### src/rtl/rf_wb_arbiter_if.sv
// Write-back bus between the two requesters, the arbiter and the register file write port.
// The slave modport is the arbiter's view of the bus; master is the view of the agents driving it.
interface rf_wb_arbiter_if #(
    parameter int DW = 32,
    parameter int AW = 5
);
    logic          wb_en;
    logic          req0_valid;
    logic [AW-1:0] req0_addr;
    logic [DW-1:0] req0_data;
    logic          req0_ready;
    logic          req1_valid;
    logic [AW-1:0] req1_addr;
    logic [DW-1:0] req1_data;
    logic          req1_ready;
    logic          rf_we;
    logic [AW-1:0] rf_wa;
    logic [DW-1:0] rf_wd;
    logic          grant_id;
    logic [15:0]   stall_cnt;

    modport slave (
        input  wb_en,
        input  req0_valid, req0_addr, req0_data,
        output req0_ready,
        input  req1_valid, req1_addr, req1_data,
        output req1_ready,
        output rf_we, rf_wa, rf_wd, grant_id, stall_cnt
    );

    modport master (
        output wb_en,
        output req0_valid, req0_addr, req0_data,
        input  req0_ready,
        output req1_valid, req1_addr, req1_data,
        input  req1_ready,
        input  rf_we, rf_wa, rf_wd, grant_id, stall_cnt
    );
endinterface

### src/rtl/rf_wb_arbiter.sv
// Round-robin arbiter for the register file's single write port. It drops writes to
// register 0 and keeps a saturating count of cycles in which a valid requester was refused.
module rf_wb_arbiter #(
    parameter int DW = 32,
    parameter int AW = 5
) (
    input logic            clk,
    input logic            rst,
    rf_wb_arbiter_if.slave bus
);
    logic          last;
    logic          ready0;
    logic          ready1;
    logic          handshake;
    logic          sel;
    logic [AW-1:0] sel_addr;
    logic [DW-1:0] sel_data;
    logic          stall;

    logic          rf_we_q;
    logic [AW-1:0] rf_wa_q;
    logic [DW-1:0] rf_wd_q;
    logic          grant_id_q;
    logic [15:0]   stall_cnt_q;

    // Under contention the port that did not win last time gets the grant
    always_comb begin
        ready0    = 1'b0;
        ready1    = 1'b0;
        handshake = 1'b0;
        sel       = 1'b0;
        sel_addr  = '0;
        sel_data  = '0;
        stall     = 1'b0;

        if (bus.wb_en) begin
            ready0 = bus.req0_valid & (~bus.req1_valid | last);
            ready1 = bus.req1_valid & (~bus.req0_valid | ~last);
        end

        handshake = ready0 | ready1;
        sel       = ready1;
        sel_addr  = ready1 ? bus.req1_addr : bus.req0_addr;
        sel_data  = ready1 ? bus.req1_data : bus.req0_data;
        stall     = (bus.req0_valid & ~ready0) | (bus.req1_valid & ~ready1);
    end

    always_ff @(posedge clk or posedge rst) begin
        if (rst) begin
            last        <= 1'b1;
            rf_we_q     <= 1'b0;
            rf_wa_q     <= '0;
            rf_wd_q     <= '0;
            grant_id_q  <= 1'b0;
            stall_cnt_q <= 16'h0000;
        end else begin
            rf_we_q <= 1'b0;
            if (handshake) begin
                last       <= sel;
                rf_we_q    <= (sel_addr != '0);
                rf_wa_q    <= sel_addr;
                rf_wd_q    <= sel_data;
                grant_id_q <= sel;
            end
            if (stall && (stall_cnt_q != 16'hFFFF)) begin
                stall_cnt_q <= stall_cnt_q + 16'd1;
            end
        end
    end

    assign bus.req0_ready = ready0;
    assign bus.req1_ready = ready1;
    assign bus.rf_we      = rf_we_q;
    assign bus.rf_wa      = rf_wa_q;
    assign bus.rf_wd      = rf_wd_q;
    assign bus.grant_id   = grant_id_q;
    assign bus.stall_cnt  = stall_cnt_q;
endmodule

### src/flat_wrapper.sv
// flat-port wrapper written by rule: the top's interface ports become plain ports
module rf_wb_arbiter_flat 
#(
    parameter int DW = 32,
    parameter int AW = 5
)
  (clk, rst, bus_wb_en, bus_req0_valid, bus_req0_addr, bus_req0_data, bus_req0_ready, bus_req1_valid, bus_req1_addr, bus_req1_data, bus_req1_ready, bus_rf_we, bus_rf_wa, bus_rf_wd, bus_grant_id, bus_stall_cnt);
  rf_wb_arbiter_if #(.DW(DW), .AW(AW)) bus_i ();
  input logic clk;
  input logic rst;
  input wire logic [$bits(bus_i.wb_en)-1:0] bus_wb_en;
  input wire logic [$bits(bus_i.req0_valid)-1:0] bus_req0_valid;
  input wire logic [$bits(bus_i.req0_addr)-1:0] bus_req0_addr;
  input wire logic [$bits(bus_i.req0_data)-1:0] bus_req0_data;
  output wire logic [$bits(bus_i.req0_ready)-1:0] bus_req0_ready;
  input wire logic [$bits(bus_i.req1_valid)-1:0] bus_req1_valid;
  input wire logic [$bits(bus_i.req1_addr)-1:0] bus_req1_addr;
  input wire logic [$bits(bus_i.req1_data)-1:0] bus_req1_data;
  output wire logic [$bits(bus_i.req1_ready)-1:0] bus_req1_ready;
  output wire logic [$bits(bus_i.rf_we)-1:0] bus_rf_we;
  output wire logic [$bits(bus_i.rf_wa)-1:0] bus_rf_wa;
  output wire logic [$bits(bus_i.rf_wd)-1:0] bus_rf_wd;
  output wire logic [$bits(bus_i.grant_id)-1:0] bus_grant_id;
  output wire logic [$bits(bus_i.stall_cnt)-1:0] bus_stall_cnt;
  assign bus_i.wb_en = bus_wb_en;
  assign bus_i.req0_valid = bus_req0_valid;
  assign bus_i.req0_addr = bus_req0_addr;
  assign bus_i.req0_data = bus_req0_data;
  assign bus_req0_ready = bus_i.req0_ready;
  assign bus_i.req1_valid = bus_req1_valid;
  assign bus_i.req1_addr = bus_req1_addr;
  assign bus_i.req1_data = bus_req1_data;
  assign bus_req1_ready = bus_i.req1_ready;
  assign bus_rf_we = bus_i.rf_we;
  assign bus_rf_wa = bus_i.rf_wa;
  assign bus_rf_wd = bus_i.rf_wd;
  assign bus_grant_id = bus_i.grant_id;
  assign bus_stall_cnt = bus_i.stall_cnt;
  rf_wb_arbiter #(.DW(DW), .AW(AW)) u_core (.clk(clk), .rst(rst), .bus(bus_i));
endmodule
### config.mk
export PLATFORM = sky130hd
export DESIGN_NAME = rf_wb_arbiter_flat
export DESIGN_NICKNAME = d
export VERILOG_FILES = /design/src/rtl/rf_wb_arbiter_if.sv /design/src/rtl/rf_wb_arbiter.sv /design/src/flat_wrapper.sv
export SDC_FILE = /design/constraint.sdc
export NUM_CORES = 1
export LEC_CHECK = 0
export ABC_AREA = 1
export BUFFER_PORTS_ARGS = -buffer_cell sky130_fd_sc_hd__buf_2
export CAP_MARGIN = 20
export CELL_PAD_IN_SITES_DETAIL_PLACEMENT = 1
export CELL_PAD_IN_SITES_GLOBAL_PLACEMENT = 2
export CORE_MARGIN = 5
export CORE_UTILIZATION = 24
export DETAILED_ROUTE_END_ITERATION = 6
export PLACE_DENSITY = 0.9
export REMOVE_ABC_BUFFERS = 1
export SYNTH_ARGS = -nofsm -noshare
export SYNTH_HDL_FRONTEND = slang
export SYNTH_SLANG_ARGS = --single-unit
export TNS_END_PERCENT = 1
### constraint.sdc
create_clock -name clk -period 2 [get_ports clk]
set_clock_uncertainty 0.2 [all_clocks]
set_input_delay 0.1 -clock clk [delete_from_list [all_inputs] [get_ports clk]]
set_output_delay 0.1 -clock clk [all_outputs]
set_load 0.01 [all_outputs]
# Yosys cells after proc, flatten, opt, wreduce, memory -nomap -nowiden
# Cells that the tools add are included.
# classes
add_sub_neg	1
mul	0
n_div	0
magnitude_cmp	0
eq_ne	1
shift	0
mux	5
n_bitwise	13
reduce_logical	2
# ops
operator	n
$mux W32	1
$add A16 B1 Y16 const B	1
$ne A16 B16 Y1 const B	1
$mux W5	1
$not A1 Y1	5
$reduce_bool A5 Y1	1
$and A1 B1 Y1	4
$or A1 B1 Y1	4
$mux W1	3
$logic_and A1 B1 Y1	1
# word_totals
regBits	56
latch_bits	0
mem_bits_rw	0
mem_bits_ro	0
out_inout_bits	57
elab_cells	28
mem_count	0

# Depth between registers and ports, before layout
# Gate-level depths: netlist of the first run.
# depth
depth_word	8
mapped_depth	10
mapped_depth_nobuf	9

# Worst setup path before layout of the first run
# Ideal clock, no wire load.
# synth_timing
path_kind	flip-flop to flip-flop
startpoint	register u_core.stall_cnt_q[0] (netlist: u_core.bus.stall_cnt[0])
endpoint	register u_core.stall_cnt_q[3] (netlist: u_core.bus.stall_cnt[3])
setup_ns	0.116
arrival_time_ns	1.336
required_ns	1.684
path_slack_ns	0.347
path_stages_with_launch	10
n_path_buf	1
synth_period_minus_slack_ns	1.653
cell_sequence	dfrtp_1 -> ha_1 -> nand3_4 -> nor2_4 -> nand2_4 -> nand2_8 -> inv_4 -> buf_6 -> nand2_1 -> nand2_1
# synth_between
elab_chain_len	2
elab_cells_between_ends	3
# synth_rtl
item	line_no	source
start: declaration	rf_wb_arbiter.sv:24	logic [15:0] stall_cnt_q;
start signal: assignment	rf_wb_arbiter.sv:66	stall_cnt_q <= stall_cnt_q + 16'd1;
parallel branches: the longest is 2 deep, another holds $add A16 B1 Y16	-	
# Parallel ways; which one is timed is not known.
# A chain may end at the register's enable or synchronous reset.

# Final worst setup path of the first run
# layout_timing
startpoint	input bus_req0_valid
endpoint	output bus_req1_ready
# layout_between
elab_chain_len	4
# layout_rtl
item	line_no	source
start: declaration	flat_wrapper.sv:12	input wire logic [$bits(bus_i.req0_valid)-1:0] bus_req0_valid;
$not A1 Y1	rf_wb_arbiter.sv:38	ready1 = bus.req1_valid & (~bus.req0_valid | ~last);
$or A1 B1 Y1	rf_wb_arbiter.sv:38	
$and A1 B1 Y1	rf_wb_arbiter.sv:38	
$mux W1	rf_wb_arbiter.sv:36	if (bus.wb_en) begin
end: declaration	flat_wrapper.sv:19	output wire logic [$bits(bus_i.req1_ready)-1:0] bus_req1_ready;
# No other way between the ends.

==> results of run 1 <==
==> metal layers <==
layer | GRT usage | vias to the layer above
li1 | - | 1646
met1 | 0.195 | 1648
met2 | 0.309 | 106
met3 | 0.0405 | 21
met4 | 0.0437 | 0
met5 | 0 | -
==> worst max path at each step <==
stage / to / slack (ps) / depth (start not counted)
final: bus_req1_ready / 160 / 6
after CTS: bus_req1_ready / 100 / 6
after global routing: bus_req1_ready / 10 / 6
after detailed placement: u_core.bus.stall_cnt[4] / 240 / 8
after global placement: u_core.bus.rf_wd[29] / 340 / 6
after floorplan: u_core.bus.stall_cnt[9] / -140 / 8
==> worst max-delay path: stages <==
cell and delay [ps]:
dlygate4sd3_1 530, buf_2 140, nand2_1 90, inv_1 130, nor2_4 340, buf_2 210
==> final cells by class <==
| class | instances | area (sq um) |
|---|---|---|
| repair buffers | 218 | 1510 |
| well taps | 147 | 184 |
| multi-input cells | 287 | 1320 |
| clock buffers | 6 | 129 |
| clock inverters | 1 | 5.00 |
| inverters | 29 | 111 |
| fillers | 1494 | 7250 |
| flip-flops and latches | 56 | 1400 |
==> flip-flops by register name, indices dropped and copies added (netlist names) <==
name / count
u_core.last: 1
u_core.bus.rf_we: 1
u_core.bus.stall_cnt: 16
u_core.bus.grant_id: 1
u_core.bus.rf_wa: 5
u_core.bus.rf_wd: 32
==> cell usage in the layout (no fill, tap or decap), types with 3 or more instances in the layout <==
master,netlist,layout
nand4_1,4,4
nor2_1,47,47
nor2_4,3,3
inv_1,26,25
dlygate4sd3_1,0,76
nand2_1,133,133
nand3_1,11,10
clkbuf_16,0,5
buf_4,0,5
o21ai_0,34,34
o21ai_1,39,39
buf_2,6,135
xnor2_1,7,7
dfrtp_1,55,55
nand2_2,3,3
==> per-stage QoR <==
step	hold WS, ps	power (mW)	util	area (sq um)
after global routing	54.4	3.47	0.391	4660
after floorplan	70.2	1.87	-	2820
final	29.5	3.26	0.391	4660
after global placement	-50.7	2.26	0.316	3760
after CTS	32.4	3.29	0.391	4650
after detailed placement	-39.1	2.30	0.316	3760
==> cells by family after synthesis <==
logic type | share of synthesized area
compound gates | 0.126
xor+xnor | 0.0211
fa+ha+maj | 0.00431
buf+inv | 0.0669
flops | 0.484
simple gates | 0.298
==> report_power, final <==
group	internal [mW]	leakage (nW)	switching, mW
clock	0.457	0.0667	0.400
combinational	0.432	1.61	0.507
sequential	1.30	0.697	0.160
total	2.19	2.37	1.07
==> what timing repair did <==
action	in CTS	in global routing
setup endpoints to repair	0	4
hold endpoints to repair	58	0
hold buffers	76	0
==> flow_metrics.env, run 1 <==
export IMPL_synth_seq_cells=56
export IMPL_core_region_area_sq_um=11900
export IMPL_vias_per_cell=4.60
export IMPL_synth_most_common_cell="nand2_1"
export IMPL_syn_inst=387
export IMPL_max_freq_mhz=543
export IMPL_min_path_type="input pin to flop"
export IMPL_reg2reg_to="u_core.bus.rf_wd[3]"
export IMPL_cts_buffers_inserted=5
export IMPL_synth_async_sr_flop_share=1.00
export IMPL_slew_headroom=0.676
export IMPL_ir_worst_vdd_v=0.000386
export IMPL_gp_congestion=0.817
export IMPL_fin_cells=744
export IMPL_crit_required_ps=1700
export IMPL_die_h_um=120
export IMPL_drt_iter0_markers=159
export IMPL_grt_pass1_wl_um=19600
export IMPL_ys_flop_type="dfrtp_1"
export IMPL_ios=136
export IMPL_ys_top_cells_by_area="dfrtp_1, nand2_1, o21ai_1"
export IMPL_hold_path_depth=5
export IMPL_grt_max_degree=34
export IMPL_critPathLaunch="bus_req0_valid"
export IMPL_p_per_area_nw_per_um2=700
export IMPL_vias=3421
export IMPL_whs_endpoint="u_core.bus.rf_wa[1]"
export IMPL_grt_total_usage=0.169
export IMPL_dr_pass1_iters=4
export IMPL_start_kind="input pin"
export IMPL_clock_latency_ps=290
export IMPL_crit_arrival_ps=1540
export IMPL_finalMaxSlewViolations=0
export IMPL_clkSinkCount=56
export IMPL_place_inst=660
export IMPL_reg2reg_slack_ps=240
export IMPL_syn_area_per_cell_sq_um=7.49
export IMPL_rsz0062_at_grt="false"
export IMPL_yosysWarnings=0
export IMPL_drive_above_1_share=0.273
export IMPL_yosysTopAreaCell="dfrtp_1"
export IMPL_grt_overflow=0
export IMPL_synth_edf_count=0
export IMPL_finalCritPeriodShare=0.920
export IMPL_synth_top_cells_by_count="nand2_1, dfrtp_1, nor2_1"
export IMPL_max_cap_violations=0
export IMPL_synth_area_sq_um=2900
export IMPL_postRouteAntennaNets=0
export IMPL_rows=40
export IMPL_status="finished clean"
export IMPL_crit_fanout=10
export IMPL_min_from="bus_req0_addr[1]"
export IMPL_hpwl_um=7750
export IMPL_die_width_um=120
export IMPL_cts_max_level=2
export IMPL_met3_length_um=639
export IMPL_worstReg2RegStart="u_core.last"
export IMPL_dpl_worst_slack_ps=244
export IMPL_totalWireLength_um=12100
export IMPL_ctsResizeCount=0
export IMPL_fin_tns_setup_ps=0
export IMPL_wire_per_inst_um=16.3
export IMPL_clockRootBuffer="clkbuf_16"
export IMPL_port_buffers=135
export IMPL_clockBufferDepth=2
export IMPL_cts_tree="done"
export IMPL_post_cts_repair_setup_buffers=0
export IMPL_ff2ff_path_depth=6
export IMPL_critPathKind="input pin to output port"
export IMPL_clkTransAtPathRegs_ps=70
export IMPL_cp_end_kind="output port"
export IMPL_grt_pass1_vias=3844
export IMPL_hold_viol=0
export IMPL_worst_slack_ps=159
export IMPL_dieArea_sq_um=14400
export IMPL_area_growth_pct=60.7
export IMPL_start_util=0.243
export IMPL_setup_viol=0
export IMPL_finalNetCount=677
export IMPL_ys_seq_area_frac=0.484
export IMPL_p_leak_nw=2.37
export IMPL_worstMarginPinSlew_ps=486
export IMPL_dr_wl_met2_um=6270
export IMPL_drc=0
export IMPL_met1Wirelength_um=5010
export IMPL_synth_top_area_frac=0.475
export IMPL_routed_top_layer="met4"
export IMPL_antenna_cells=0
export IMPL_synth_distinct_cells=23
export IMPL_fin_crit_ps=1840
export IMPL_antenna_found_initial=0
Note: power is estimated with default switching activity, not from simulation.
==> run 2, diff against run 1 <==
Settings changed: CELL_PAD_IN_SITES_DETAIL_PLACEMENT 1 to not set, CELL_PAD_IN_SITES_GLOBAL_PLACEMENT 2 to not set, CORE_UTILIZATION 24 to 37, PLACE_DENSITY 0.9 to 0.77, SLEW_MARGIN set to 20.
==> run 2 against run 1 <==
Core utilization increased by 20 points. Sequential share of layout area grew 0.74 points. Final cell count fell by 5.9%. Cell area down 2.4%. Largest cell class unchanged. Die area shrank 32%. Register-to-register slack lost 200 ps. Hold slack better by 50 ps. Non-clock buffer count is 2 higher. First-iteration DRC count increased by 41%. Flip-flop and latch count stayed put.
==> flow_metrics.env, run 2 (same netlist as run 1, synthesis figures left out) <==
export IMPL_grt_pass1_wl_um=17100
export IMPL_dr_pass1_iters=6
export IMPL_core_region_area_sq_um=7690
export IMPL_largest_reg_flops=32
export IMPL_routed_top_layer="met4"
export IMPL_slowest_stage="dlygate4sd3_1"
export IMPL_area_growth_pct=56.9
export IMPL_wire_per_inst_um=14.8
export IMPL_max_freq_mhz=511
export IMPL_slew_headroom=0.648
export IMPL_multi_input_area_sq_um=1300
export IMPL_cts_buffers_inserted=5
export IMPL_clkPwrFrac=0.199
export IMPL_port_buffers=135
export IMPL_drc=0
export IMPL_clock_latency_ps=300
export IMPL_grt_pass1_vias=3682
export IMPL_antenna_cells=0
export IMPL_met3_length_um=1340
export IMPL_cts_tree="done"
export IMPL_gp_congestion=0.844
export IMPL_critPathKind="flop to flop"
export IMPL_start_util=0.377
export IMPL_fin_crit_ps=1960
export IMPL_dieArea_sq_um=9710
export IMPL_vias_per_cell=4.96
export IMPL_drive_above_1_share=0.273
export IMPL_start_kind="flop"
export IMPL_min_path_type="input pin to flop"
export IMPL_max_stage_delay_ps=550
export IMPL_grt_overflow=0
export IMPL_clkTransAtPathRegs_ps=100
export IMPL_seqCellArea_sq_um=1400
export IMPL_reg2reg_slack_ps=40
export IMPL_final_fill_count=659
export IMPL_pwr_share_comb=0.310
export IMPL_path_delay_family="buffers and inverters"
export IMPL_totalWireLength_um=10400
export IMPL_internal_power_mw=1.97
export IMPL_finalNetCount=678
export IMPL_cp_common_cell="o21ai_1"
export IMPL_seqPwrFrac=0.491
export IMPL_met1Wirelength_um=3930
export IMPL_grt_max_degree=36
export IMPL_finalCritPeriodShare=0.978
export IMPL_finalMaxSlewViolations=0
export IMPL_dr_wl_met2_um=4800
export IMPL_dpl_worst_slack_ps=313
export IMPL_die_width_um=98.5
export IMPL_cp_end_kind="flop"
export IMPL_whs_endpoint="u_core.bus.stall_cnt[15]"
export IMPL_rsz0062_at_grt="false"
export IMPL_hold_path_depth=5
export IMPL_rows=32
export IMPL_drt_iter0_markers=224
export IMPL_clockRootBuffer="clkbuf_8"
export IMPL_p_per_area_nw_per_um2=653
export IMPL_worstReg2RegStart="u_core.last"
export IMPL_hpwl_um=6370
export IMPL_ff2ff_path_depth=7
export IMPL_fin_util=0.592
export IMPL_ir_worst_vdd_v=0.000336
export IMPL_grt_total_usage=0.217
export IMPL_crit_fanout=11
export IMPL_setup_viol=0
export IMPL_antenna_found_initial=0
export IMPL_p_leak_nw=2.35
export IMPL_worst_slack_ps=43.8
export IMPL_min_from="bus_req0_valid"
export IMPL_crit_arrival_ps=1950
export IMPL_vias=3470
export IMPL_power_switching_fraction=0.336
export IMPL_reg2reg_to="u_core.bus.rf_wd[8]"
export IMPL_die_h_um=98.5
export IMPL_final_common_cell="buf_2"
export IMPL_max_cap_violations=0
export IMPL_switchingPower_uw=999
export IMPL_clkSinkCount=56
export IMPL_cp_num_buf_inv=3
export IMPL_postRouteAntennaNets=0
export IMPL_worstMarginPinSlew_ps=527
export IMPL_crit_required_ps=2000
export IMPL_cts_max_level=2
export IMPL_hold_viol=0
export IMPL_post_cts_repair_setup_buffers=0
export IMPL_final_cell_mix="buf_2, nand2_1, dlygate4sd3_1"
export IMPL_clockBufferDepth=2
export IMPL_status="finished clean"
export IMPL_cp_cell_sequence="nand2_1, inv_1, nor2_4, buf_6, o21ai_1, o21ai_1, dlygate4sd3_1"
export IMPL_ios=136
[run 2: layout make-up]
| cell class | count | area share |
|---|---|---|
| timing repair buffer | 220 | 0.335 |
| sequential | 56 | 0.308 |
| multi-input combinational | 286 | 0.287 |
| tap | 102 | 0.0281 |
| inverter | 29 | 0.0245 |
| clock buffer | 5 | 0.0151 |
| clock inverter | 2 | 0.00275 |
[run 2: worst reg2reg max path: cells and delay by family, from the launching register on]
family / cells / cell delay (ps)
buffers and inverters: 3 / 800
and+or+nand+nor: 2 / 130
DFF: 1 / 540
AOI/OAI and AO/OA: 2 / 180
[run 2: what timing repair did]
action	CTS	global route
endpoints found under the hold margin	62	0
endpoints found under the setup margin	0	1
gates resized for setup	0	1
hold buffers	77	0
[run 2: routing by layer]
layer / up-vias / track usage
met3: 31 / 0.0743
met2: 225 / 0.358
met1: 1579 / 0.255
met5: - / 0
met4: 0 / 0.102
li1: 1635 / -
[run 2: worst max-delay path by stage]
stage / from / end / slack (ps) / cells past startpoint
floorplan: u_core.last / u_core.bus.stall_cnt[9] / -140 / 8
global placement: u_core.last / u_core.bus.rf_we / 360 / 8
finish: u_core.last / u_core.bus.rf_wd[8] / 40 / 7
detailed placement: u_core.last / u_core.bus.rf_we / 310 / 8
global route: u_core.last / u_core.bus.rf_wd[8] / 10 / 7
CTS: u_core.last / u_core.bus.rf_wd[8] / 10 / 7
[run 2: power by group through the flow]
stage	clock network, mW	logic, mW	registers [mW]
global placement	0	0.764	1.46
floorplan	0	0.337	1.54
CTS	0.616	0.900	1.45
finish	0.592	0.920	1.46
global route	0.657	1.01	1.48
detailed placement	0	0.787	1.47
[run 2: per-stage QoR]
stage	cells	total power [mW]	hold WS, ps	setup TNS (ps)	instance area [sq um]
final	700	2.97	79.4	0	4550
after global routing	700	3.15	111	0	4550
after CTS	700	2.97	68.0	0	4550
after detailed placement	616	2.25	-39.5	0	3690
after global placement	616	2.23	-41.9	0	3690
after floorplan	371	1.87	70.2	-2120	2820
==> run 3, diff against run 2 <==
Settings changed: PLACE_DENSITY 0.77 to not set, PLACE_DENSITY_LB_ADDON set to 0.3.
==> run 3 against run 2 <==
Register-to-register slack better by 30 ps. Critical path type unchanged. Flip-flop and latch count stayed put. Sequential share of layout area is 0.068 points lower. Count of clock-buffer cells in the layout is 2 higher. Global-route usage is 2.6 points lower. Power is 1.1% higher. Sequential power hardly changed. Combinational power is 2% lower. Largest power group unchanged. Core utilization is 0.13 points higher. Via count is 4.3% lower. Wire length is 11% lower. First-iteration DRC count is 32% lower.
==> flow_metrics.env, run 3 (same netlist as run 1, synthesis figures left out) <==
export IMPL_status="finished clean"
export IMPL_grt_pass1_vias=3406
export IMPL_grt_max_degree=29
export IMPL_clock_latency_ps=300
export IMPL_clockBufferDepth=2
export IMPL_grt_overflow=0
export IMPL_critPathKind="flop to flop"
export IMPL_totalWireLength_um=9220
export IMPL_crit_arrival_ps=1970
export IMPL_gp_congestion=0.846
export IMPL_port_buffers=135
export IMPL_finalNetCount=678
export IMPL_min_path_type="input pin to flop"
export IMPL_antenna_found_initial=0
export IMPL_start_util=0.377
export IMPL_cp_cell_sequence="nand2_1, nand3_1, buf_6, nor2_1, o21ai_1, dlygate4sd3_1"
export IMPL_max_freq_mhz=519
export IMPL_cts_buffers_inserted=5
export IMPL_start_kind="flop"
export IMPL_max_stage_delay_ps=560
export IMPL_drive_above_1_share=0.274
export IMPL_clkTransAtPathRegs_ps=100
export IMPL_clkSinkCount=56
export IMPL_multi_input_area_sq_um=1300
export IMPL_area_growth_pct=57.2
export IMPL_slew_headroom=0.754
export IMPL_largest_reg_flops=32
export IMPL_p_leak_nw=2.35
export IMPL_post_cts_repair_setup_buffers=0
export IMPL_wire_per_inst_um=13.1
export IMPL_crit_required_ps=2050
export IMPL_hold_viol=0
export IMPL_core_region_area_sq_um=7690
export IMPL_worstMarginPinSlew_ps=369
export IMPL_ios=136
export IMPL_dr_pass1_iters=4
export IMPL_antenna_cells=0
export IMPL_die_h_um=98.5
export IMPL_finalMaxSlewViolations=0
export IMPL_vias=3321
export IMPL_rows=32
export IMPL_setup_viol=0
export IMPL_cts_tree="done"
export IMPL_p_per_area_nw_per_um2=659
export IMPL_drt_iter0_markers=152
export IMPL_finalCritPeriodShare=0.963
export IMPL_hpwl_um=6210
export IMPL_die_width_um=98.5
export IMPL_crit_fanout=13
export IMPL_total_power_mw=3.01
export IMPL_seqCellArea_sq_um=1400
export IMPL_grt_pass1_wl_um=15600
export IMPL_grt_total_usage=0.192
export IMPL_dpl_worst_slack_ps=290
export IMPL_rsz0062_at_grt="false"
export IMPL_ir_worst_vdd_v=0.000293
export IMPL_final_cell_mix="buf_2, nand2_1, dlygate4sd3_1"
export IMPL_vias_per_cell=4.74
export IMPL_max_cap_violations=0
export IMPL_worst_slack_ps=73.9
export IMPL_dieArea_sq_um=9710
export IMPL_fin_crit_ps=1930
export IMPL_cts_max_level=2
export IMPL_cp_end_kind="flop"
export IMPL_drc=0
export IMPL_ff2ff_path_depth=6
export IMPL_clockRootBuffer="clkbuf_8"
export IMPL_final_fill_count=649
export IMPL_postRouteAntennaNets=0
export IMPL_final_common_cell="buf_2"
export IMPL_slowest_stage="dlygate4sd3_1"
export IMPL_hold_path_depth=5
==> run 3: cell count changes in the layout (fill, tap and decap cells not counted) <==
| cell | previous run | this run |
|---|---|---|
| clkbuf_1 | 0 | 1 |
| clkinv_2 | 1 | 0 |
| buf_4 | 6 | 7 |
| clkbuf_8 | 5 | 6 |
| dlygate4sd3_1 | 77 | 76 |
==> run 3: layout make-up <==
cell class | count | share of cell area
clock buffer | 7 | 0.0189
clock inverter | 1 | 0.00165
inverter | 29 | 0.0244
multi-input combinational | 286 | 0.286
sequential | 56 | 0.308
tap | 102 | 0.0280
timing repair buffer | 220 | 0.333
==> run 3: path summary, 6_finish.rpt <==
check	startpoint	end	slack [ps]
max	u_core.last	u_core.bus.rf_wd[28]	70
min	bus_req1_valid	u_core.bus.grant_id	10
max reg2reg	u_core.last	u_core.bus.rf_wd[28]	70
min reg2reg	u_core.bus.grant_id	u_core.bus.grant_id	280
max in group asynchronous	rst	u_core.last	1090
min in group asynchronous	rst	u_core.bus.rf_wd[14]	200
==> run 3: repair_timing <==
action / in CTS / in global routing
hold buffers: 76 / 0
hold endpoints to repair: 95 / 0
endpoints found under the setup margin: 0 / 1
gates resized for setup: 0 / 1
==> run 3: where the power goes <==
group / switching (mW) / total [mW] / internal [mW] / leakage (nW)
Sequential: 0.149 / 1.45 / 1.30 / 0.697
Combinational: 0.469 / 0.904 / 0.435 / 1.61
Clock: 0.366 / 0.649 / 0.283 / 0.0445
==> run 3: worst max-delay path, delay by kind of cell (launching register included) <==
family / cells / cell delay, ps
buffers and inverters: 2 / 740
flip-flops: 1 / 540
AND/OR/NAND/NOR: 3 / 240
AO/OA/AOI/OAI: 1 / 130
==> run 3: layer usage <==
| metal | routed length [um] | global-route usage | part of all wire | vias to the layer above |
|---|---|---|---|---|
| met1 | 3790 | 0.233 | 0.41 | 1499 |
| li1 | - | - | - | 1641 |
| met5 | 0 | 0 | 0 | - |
| met3 | 769 | 0.0538 | 0.083 | 20 |
| met4 | 193 | 0.0599 | 0.021 | 0 |
| met2 | 4460 | 0.330 | 0.48 | 161 |
==> run 3: through the flow <==
step / TNS [ps] / utilization / instances / hold slack, ps / instance area [sq um]
2_1_floorplan: -2120 / - / 371 / 70.2 / 2820
3_3_place_gp: 0 / 0.481 / 617 / -2.54 / 3700
3_5_place_dp: 0 / 0.481 / 617 / 4.69 / 3700
4_1_cts: 0 / 0.593 / 701 / 6.18 / 4560
5_1_grt: 0 / 0.593 / 701 / 43.9 / 4560
6_report: 0 / 0.593 / 701 / 11.9 / 4560
